**config.mk**
```make
export PLATFORM = sky130hd
export DESIGN_NAME = pipe_stage_buf
export DESIGN_NICKNAME = d
export VERILOG_FILES = /design/src/rtl/pipe_stage_buf.sv
export SDC_FILE = /design/constraint.sdc
export NUM_CORES = 1
export LEC_CHECK = 0
export ABC_AREA = 1
export BUFFER_PORTS_ARGS = -buffer_cell sky130_fd_sc_hd__buf_2
export CAP_MARGIN = 20
export CORE_MARGIN = 4
export CORE_UTILIZATION = 39
export DETAILED_ROUTE_END_ITERATION = 10
export PLACE_DENSITY = 0.69
export SLEW_MARGIN = 10
export SYNTH_ARGS = -nofsm -noshare
export SYNTH_HDL_FRONTEND = slang
export SYNTH_SLANG_ARGS = --single-unit
export TNS_END_PERCENT = 100
```
**constraint.sdc**
```tcl
create_clock -name clk_i -period 2.2 [get_ports clk_i]
set_input_delay 0 -clock clk_i [delete_from_list [all_inputs] [get_ports clk_i]]
set_output_delay 0 -clock clk_i [all_outputs]
set_load 0.05 [all_outputs]
```
**src/rtl/pipe_stage_buf.sv**
```systemverilog
// pipe_stage_buf: parametrised pipeline stage register with valid/ready flow control.
// Carries one DATA_W payload between two pipeline stages. With SKID=1 a second
// (skid) entry absorbs the beat that arrives while downstream stalls, so in_ready_o
// is decoded from state only and has no combinational path from out_ready_i.
// With SKID=0 a single entry is used and ready passes through combinationally.
// Empty entries read as zero (bubble = NOP). Also counts back-pressure cycles.
//
// Ports:
//   clk_i        clock, rising edge
//   rst_i        synchronous reset, active high
//   flush_i      discard all held entries
//   in_valid_i   upstream payload valid
//   in_ready_o   stage can accept a payload this cycle
//   in_data_i    upstream payload
//   out_valid_o  stage holds a valid payload
//   out_ready_i  downstream accepts the payload this cycle
//   out_data_o   payload to downstream (main entry)
//   occupancy_o  number of entries held (0..2)
//   stall_cnt_o  saturating count of cycles with out_valid_o & !out_ready_i
module pipe_stage_buf #(
  parameter int unsigned DATA_W = 32,
  parameter int unsigned SKID   = 1,
  parameter int unsigned CNT_W  = 16
) (
  input  logic              clk_i,
  input  logic              rst_i,
  input  logic              flush_i,
  input  logic              in_valid_i,
  output logic              in_ready_o,
  input  logic [DATA_W-1:0] in_data_i,
  output logic              out_valid_o,
  input  logic              out_ready_i,
  output logic [DATA_W-1:0] out_data_o,
  output logic [1:0]        occupancy_o,
  output logic [CNT_W-1:0]  stall_cnt_o
);

  // Encoding equals the entry count so occupancy is a direct read of the state.
  typedef enum logic [1:0] {
    S_EMPTY = 2'd0,
    S_ONE   = 2'd1,
    S_TWO   = 2'd2
  } state_t;

  state_t            state_q;
  logic [DATA_W-1:0] main_q;
  logic [DATA_W-1:0] skid_q;
  logic [CNT_W-1:0]  stall_q;

  logic in_fire;
  logic out_fire;
  logic stall_sat;

  assign out_valid_o = (state_q != S_EMPTY);
  assign out_data_o  = main_q;
  assign occupancy_o = 2'(state_q);
  assign stall_cnt_o = stall_q;

  // Ready: state-decoded with a skid entry, pass-through otherwise.
  generate
    if (SKID != 0) begin : g_ready_skid
      assign in_ready_o = (state_q != S_TWO);
    end else begin : g_ready_pass
      assign in_ready_o = !out_valid_o || out_ready_i;
    end
  endgenerate

  assign in_fire   = in_valid_i && in_ready_o;
  assign out_fire  = out_valid_o && out_ready_i;
  assign stall_sat = (stall_q == {CNT_W{1'b1}});

  // Entry state machine plus stall counter.
  always_ff @(posedge clk_i) begin
    if (rst_i) begin
      state_q <= S_EMPTY;
      main_q  <= '0;
      skid_q  <= '0;
      stall_q <= '0;
    end else begin
      // Flush squashes the entries but keeps the perf counter.
      if (out_valid_o && !out_ready_i && !flush_i && !stall_sat) begin
        stall_q <= stall_q + CNT_W'(1);
      end

      if (flush_i) begin
        state_q <= S_EMPTY;
        main_q  <= '0;
        skid_q  <= '0;
      end else begin
        case (state_q)
          S_EMPTY: begin
            if (in_fire) begin
              state_q <= S_ONE;
              main_q  <= in_data_i;
            end
          end
          S_ONE: begin
            if (in_fire && out_fire) begin
              main_q <= in_data_i;
            end else if (in_fire) begin
              // Downstream stalled: park the new beat behind the main entry.
              if (SKID != 0) begin
                state_q <= S_TWO;
                skid_q  <= in_data_i;
              end else begin
                main_q <= in_data_i;
              end
            end else if (out_fire) begin
              state_q <= S_EMPTY;
              main_q  <= '0;
            end
          end
          S_TWO: begin
            if (out_fire) begin
              state_q <= S_ONE;
              main_q  <= skid_q;
              skid_q  <= '0;
            end
          end
          default: begin
            state_q <= S_EMPTY;
            main_q  <= '0;
            skid_q  <= '0;
          end
        endcase
      end
    end
  end

endmodule
```
# Yosys cells after proc, flatten, opt, wreduce, memory -nomap -nowiden

Index checks and enable logic that the tools add are counted.

Register bits after elaboration: 82
Bits in latches: 0
Memory bits (writable): 0
ROM bits: 0
Bits of input ports: 37
Output and inout port bits: 52
Word-level logic and storage cells: 46
Memories: 0

Add/sub/neg operators: 1
Multipliers: 0
Div/mod/pow operators: 0
Magnitude comparators: 0
Equality and inequality tests: 11
Shifts and indexed selects: 0
Mux-type cells: 14
Bitwise logic cells: 1
Reductions and logical operators: 15

Operator list:

| operator                                            | number |
|---|---|
| two-way mux 32 bit                                  | 6 |
| one-hot mux 32 bit (3 select lines)                 | 2 |
| adder 16 x 1 -> 16 bit, second input constant       | 1 |
| equality test 16 bit, second input constant         | 1 |
| AND reduction 4 bit                                 | 3 |
| two-way mux 2 bit                                   | 5 |
| inequality test 2 bit, second input constant        | 5 |
| inequality test 3 bit, second input constant        | 3 |
| logical AND 1 bit                                   | 6 |
| one-hot mux 2 bit (3 select lines)                  | 1 |
| logical NOT 1 bit                                   | 3 |
| equality test 2 x 1 -> 1 bit, second input constant | 1 |
| equality test 2 bit, second input constant          | 1 |
| logical NOT 2 bit                                   | 1 |
| nonzero test 2 bit                                  | 1 |
| OR reduction 2 bit                                  | 1 |
| NOT 1 bit                                           | 1 |

# Logic depth before layout (Yosys ltp)

Depth in word-level cells: 6
Depth in mapped cells: 9
Gate-level depth less buffers: 9

# Worst setup path after synthesis

OpenSTA, ideal clock, no wires.

Path kind: reg-to-reg
Start: register state_q[1], in the netlist occupancy_o[1]
End: register stall_q[11], in the netlist stall_cnt_o[11]
Arrival: 2.095 ns
Path slack: -0.027 ns
Stages on the path, launching flop included: 8
Cells stage by stage: dfxtp_1 inv_2 nand2_1 nand2_1 nor2_2 nand2_1 nand3_1 a21oi_1

Word-level cells in the longest chain between the ends: 4

Ends and longest elaborated chain:

| element                        | RTL line | RTL |
|---|---|---|
| from (decl)                    | 45       | `state_t state_q;` |
| from (signal assigned)         | 75       | `state_q <= S_EMPTY;` |
| from (signal assigned)         | 86       | `state_q <= S_EMPTY;` |
| from (signal assigned)         | 93       | `state_q <= S_ONE;` |
| nonzero test 2 bit             | 54       | `assign out_valid_o = (state_q != S_EMPTY);` |
| net out_valid_o                | 31       | `output logic out_valid_o,` |
| logical AND 1 bit (3 in a row) | 81       | `if (out_valid_o && !out_ready_i && !flush_i && !stall_sat) begin` |
| to (signal assigned)           | 82       | `stall_q <= stall_q + CNT_W'(1);` |
| to (decl)                      | 48       | `logic [CNT_W-1:0] stall_q;` |

The timed path passes the listed nets, and every way through them passes these cells.
A chain may end at the register's enable or synchronous reset.

# Worst setup path after layout

Start: register stall_q[0], in the netlist stall_cnt_o[0]
End: register stall_q[1], in the netlist stall_cnt_o[1]

Word-level cells in the longest chain between the ends: 3
Elaborated cells on any way between the ends: 4
Those cells by class: add/sub (1); eq/ne (1); reduce/logical (2)

Ends and longest elaborated chain:

| element |
|---|
| branches (longest 3 deep; another with adder 16 x 1 -> 16 bit) |

Parallel ways; which one is timed is not known.

==> results.cfg <==
[drt]
wl_per_cell_um = 12.6
drc = 0
vias = 4182
via_per_inst = 4.89
dr.pass1.iters = 5
ant_nets = 0
drtIter0Drc = 173
drt_wl_total_um = 10800

[timing]
max_slew.worst_pin.slew_ns = 0.642
hold_viol = 0
period_share_pct = 83.6
finalSetupTns_ns = 0
fmax_mhz = 544
maxSlewHeadroom_pct = 57.0
setup_violations = 0
final_max_slew_viol_count = 0
fin_crit_ns = 1.84
rsz0062_at_grt = no
worst_clock_skew_ns = 0.0114

[cts]
cts_resized = 0
path_clk_slew_ns = 0.09
max-clock-path-buffers = 2
htree_levels = 3
cts_made_buffers = 9
clk-insertion-delay-late_ns = 0.35
cts_tree = built
cts.sinks = 82
clock-root-buffer = clkbuf_8
post-cts-setup-buffers = 0

[setup_path]
worstPathRequired_ns = 2.45
r2r_cells = 8
criticalPathCategory = reg -> reg
worst-path-max-fanout = 17
worst_setup_path_end_kind = register
cp_data_arrival_time_ns = 2.09
cp-start-kind = register

[synth]
yosysUniqueCellTypes = 26
synth.area.top_cells = dfxtp_1, nand2_1, a21oi_1
yosysTopAreaCell = dfxtp_1
yosysMostFrequentCell = nand2_1
synth_edf_count = 0
netlist_instances = 611
ys.flop_type = dfxtp_1
avgSynthCellArea_um2 = 6.50
syn-num-nets = 649
ys_async_sr_fraction_pct = 0
synth_top_area_share_pct = 41.4
ys_top_cells_by_count = nand2_1, dfxtp_1, a21oi_1
synth_warnings = 0
syn_area_um2 = 3970
ys_seq_area_share_pct = 41.4
ys_seq_elements = 82

[placed_design]
placed_area_um2 = 4510
port_buffers = 88
hpwl_um = 7500
routabilityCongestion = 0.852

[floorplan]
core_area_um2 = 9860
start_util_pct = 40.2
fp.dieArea_um2 = 11900
die_w_um = 109
io_pins = 89
rows = 36
fp.dieH_um = 109

[grt]
grt_util_all_layers_pct = 19.3
grt_pass1_vias = 4006
grt_max_degree = 35
grt_pass1_wl_um = 18500
overflow = 0
antenna_found_initial = 0

[power_and_ir_drop]
p_leak_nw = 2.19
finalPower_mw = 3.40
peakVddDrop_mv = 0.315
power_density_nw_per_um2 = 671

[flow_run]
max_cap_violations = 0

[cells_and_area]
nets = 756
drive_above_1_share_pct = 17.4
antenna_cells = 0
final_cell_area_um2 = 5070
area_growth_pct = 27.7

[min_path]
hp-class = in -> reg
hold_depth = 5

[status]
status = finished clean
-- where the power goes --
group / internal (mW) / switching (mW) / leakage (nW)
Combinational: 0.147 / 0.291 / 1.40
Sequential: 1.51 / 0.0182 / 0.665
Clock: 0.869 / 0.563 / 0.129
-- worst max-delay path: stages (launching register included) --
cell and delay (ns):
dfxtp_1 0.46, ha_1 0.29, inv_1 0.06, nor2_1 0.20, nand2_1 0.11, nor2_1 0.26
nor2_4 0.14, o21ai_0 0.17, nor2_1 0.05
-- cells in the final DEF (no fill, tap or decap), drive strengths merged --
cell type    count
nand2          236
ha               1
bufinv           4
nand3           67
a22oi            1
a21oi           78
o21ai            7
xor2             3
clkbuf           9
clkinvlp         1
dlygate4sd3     29
buf             95
a211oi           1
dfxtp           82
xnor2            3
nor3             4
inv             41
nand4            6
nor2            52
clkinv           3
-- state kept, by name, summed over array words and instances, names as in the netlist --
name	count
occupancy_o	2
skid_q	32
out_data_o	32
stall_cnt_o	16
-- per-stage QoR --
step | utilization, % | cells | hold slack, ns | setup slack, ns
after floorplan | - | 611 | 0.0793 | 0.0376
after global placement | 45.7 | 810 | 0.289 | 0.520
after detailed placement | 45.7 | 810 | 0.295 | 0.421
after CTS | 51.3 | 855 | 0.00149 | 0.396
after global routing | 51.4 | 856 | 0.0179 | 0.177
final | 51.4 | 856 | 0.0129 | 0.361
-- final timing paths --
kind                                                  start                          end  slack (ns)
worst max-delay path            stall_cnt_o[0]$_SDFFE_PP0P_  stall_cnt_o[1]$_SDFFE_PP0P_        0.36
worst min-delay path                           in_data_i[7]       skid_q[7]$_SDFFE_PP0P_        0.01
worst max register to register  stall_cnt_o[0]$_SDFFE_PP0P_  stall_cnt_o[1]$_SDFFE_PP0P_        0.36
worst min register to register   out_data_o[3]$_SDFFE_PP0P_   out_data_o[3]$_SDFFE_PP0P_        0.46
-- per-layer routing --
metal	share of wire, %	global-route usage, %
met5	0	0
met4	1.0	6.04
met3	5.6	4.32
met2	49	33.6
met1	44	23.8
-- cell families after synthesis --
family | Yosys count | synth area share, %
XOR/XNOR | 6 | 1.32
AO/OA/AOI/OAI | 87 | 11.2
AND/OR/NAND/NOR | 365 | 38.2
flip-flops | 82 | 41.4
buffers and inverters | 70 | 7.53
adder cells (fa/ha/maj) | 1 | 0.315
-- cell type report --
class	count	area, um^2
multi-input cells	459	2030
flip-flops and latches	82	1640
well taps	133	166
clock buffers	9	124
fillers	1007	4800
clock inverters	7	141
repair buffers	124	808
inverters	42	158
-- repair_timing --
action,in CTS,in global routing
hold endpoints to repair,40,0
hold buffers,29,0
endpoints found under the setup margin,0,0
No activity file was read; power rests on OpenSTA's default activity.
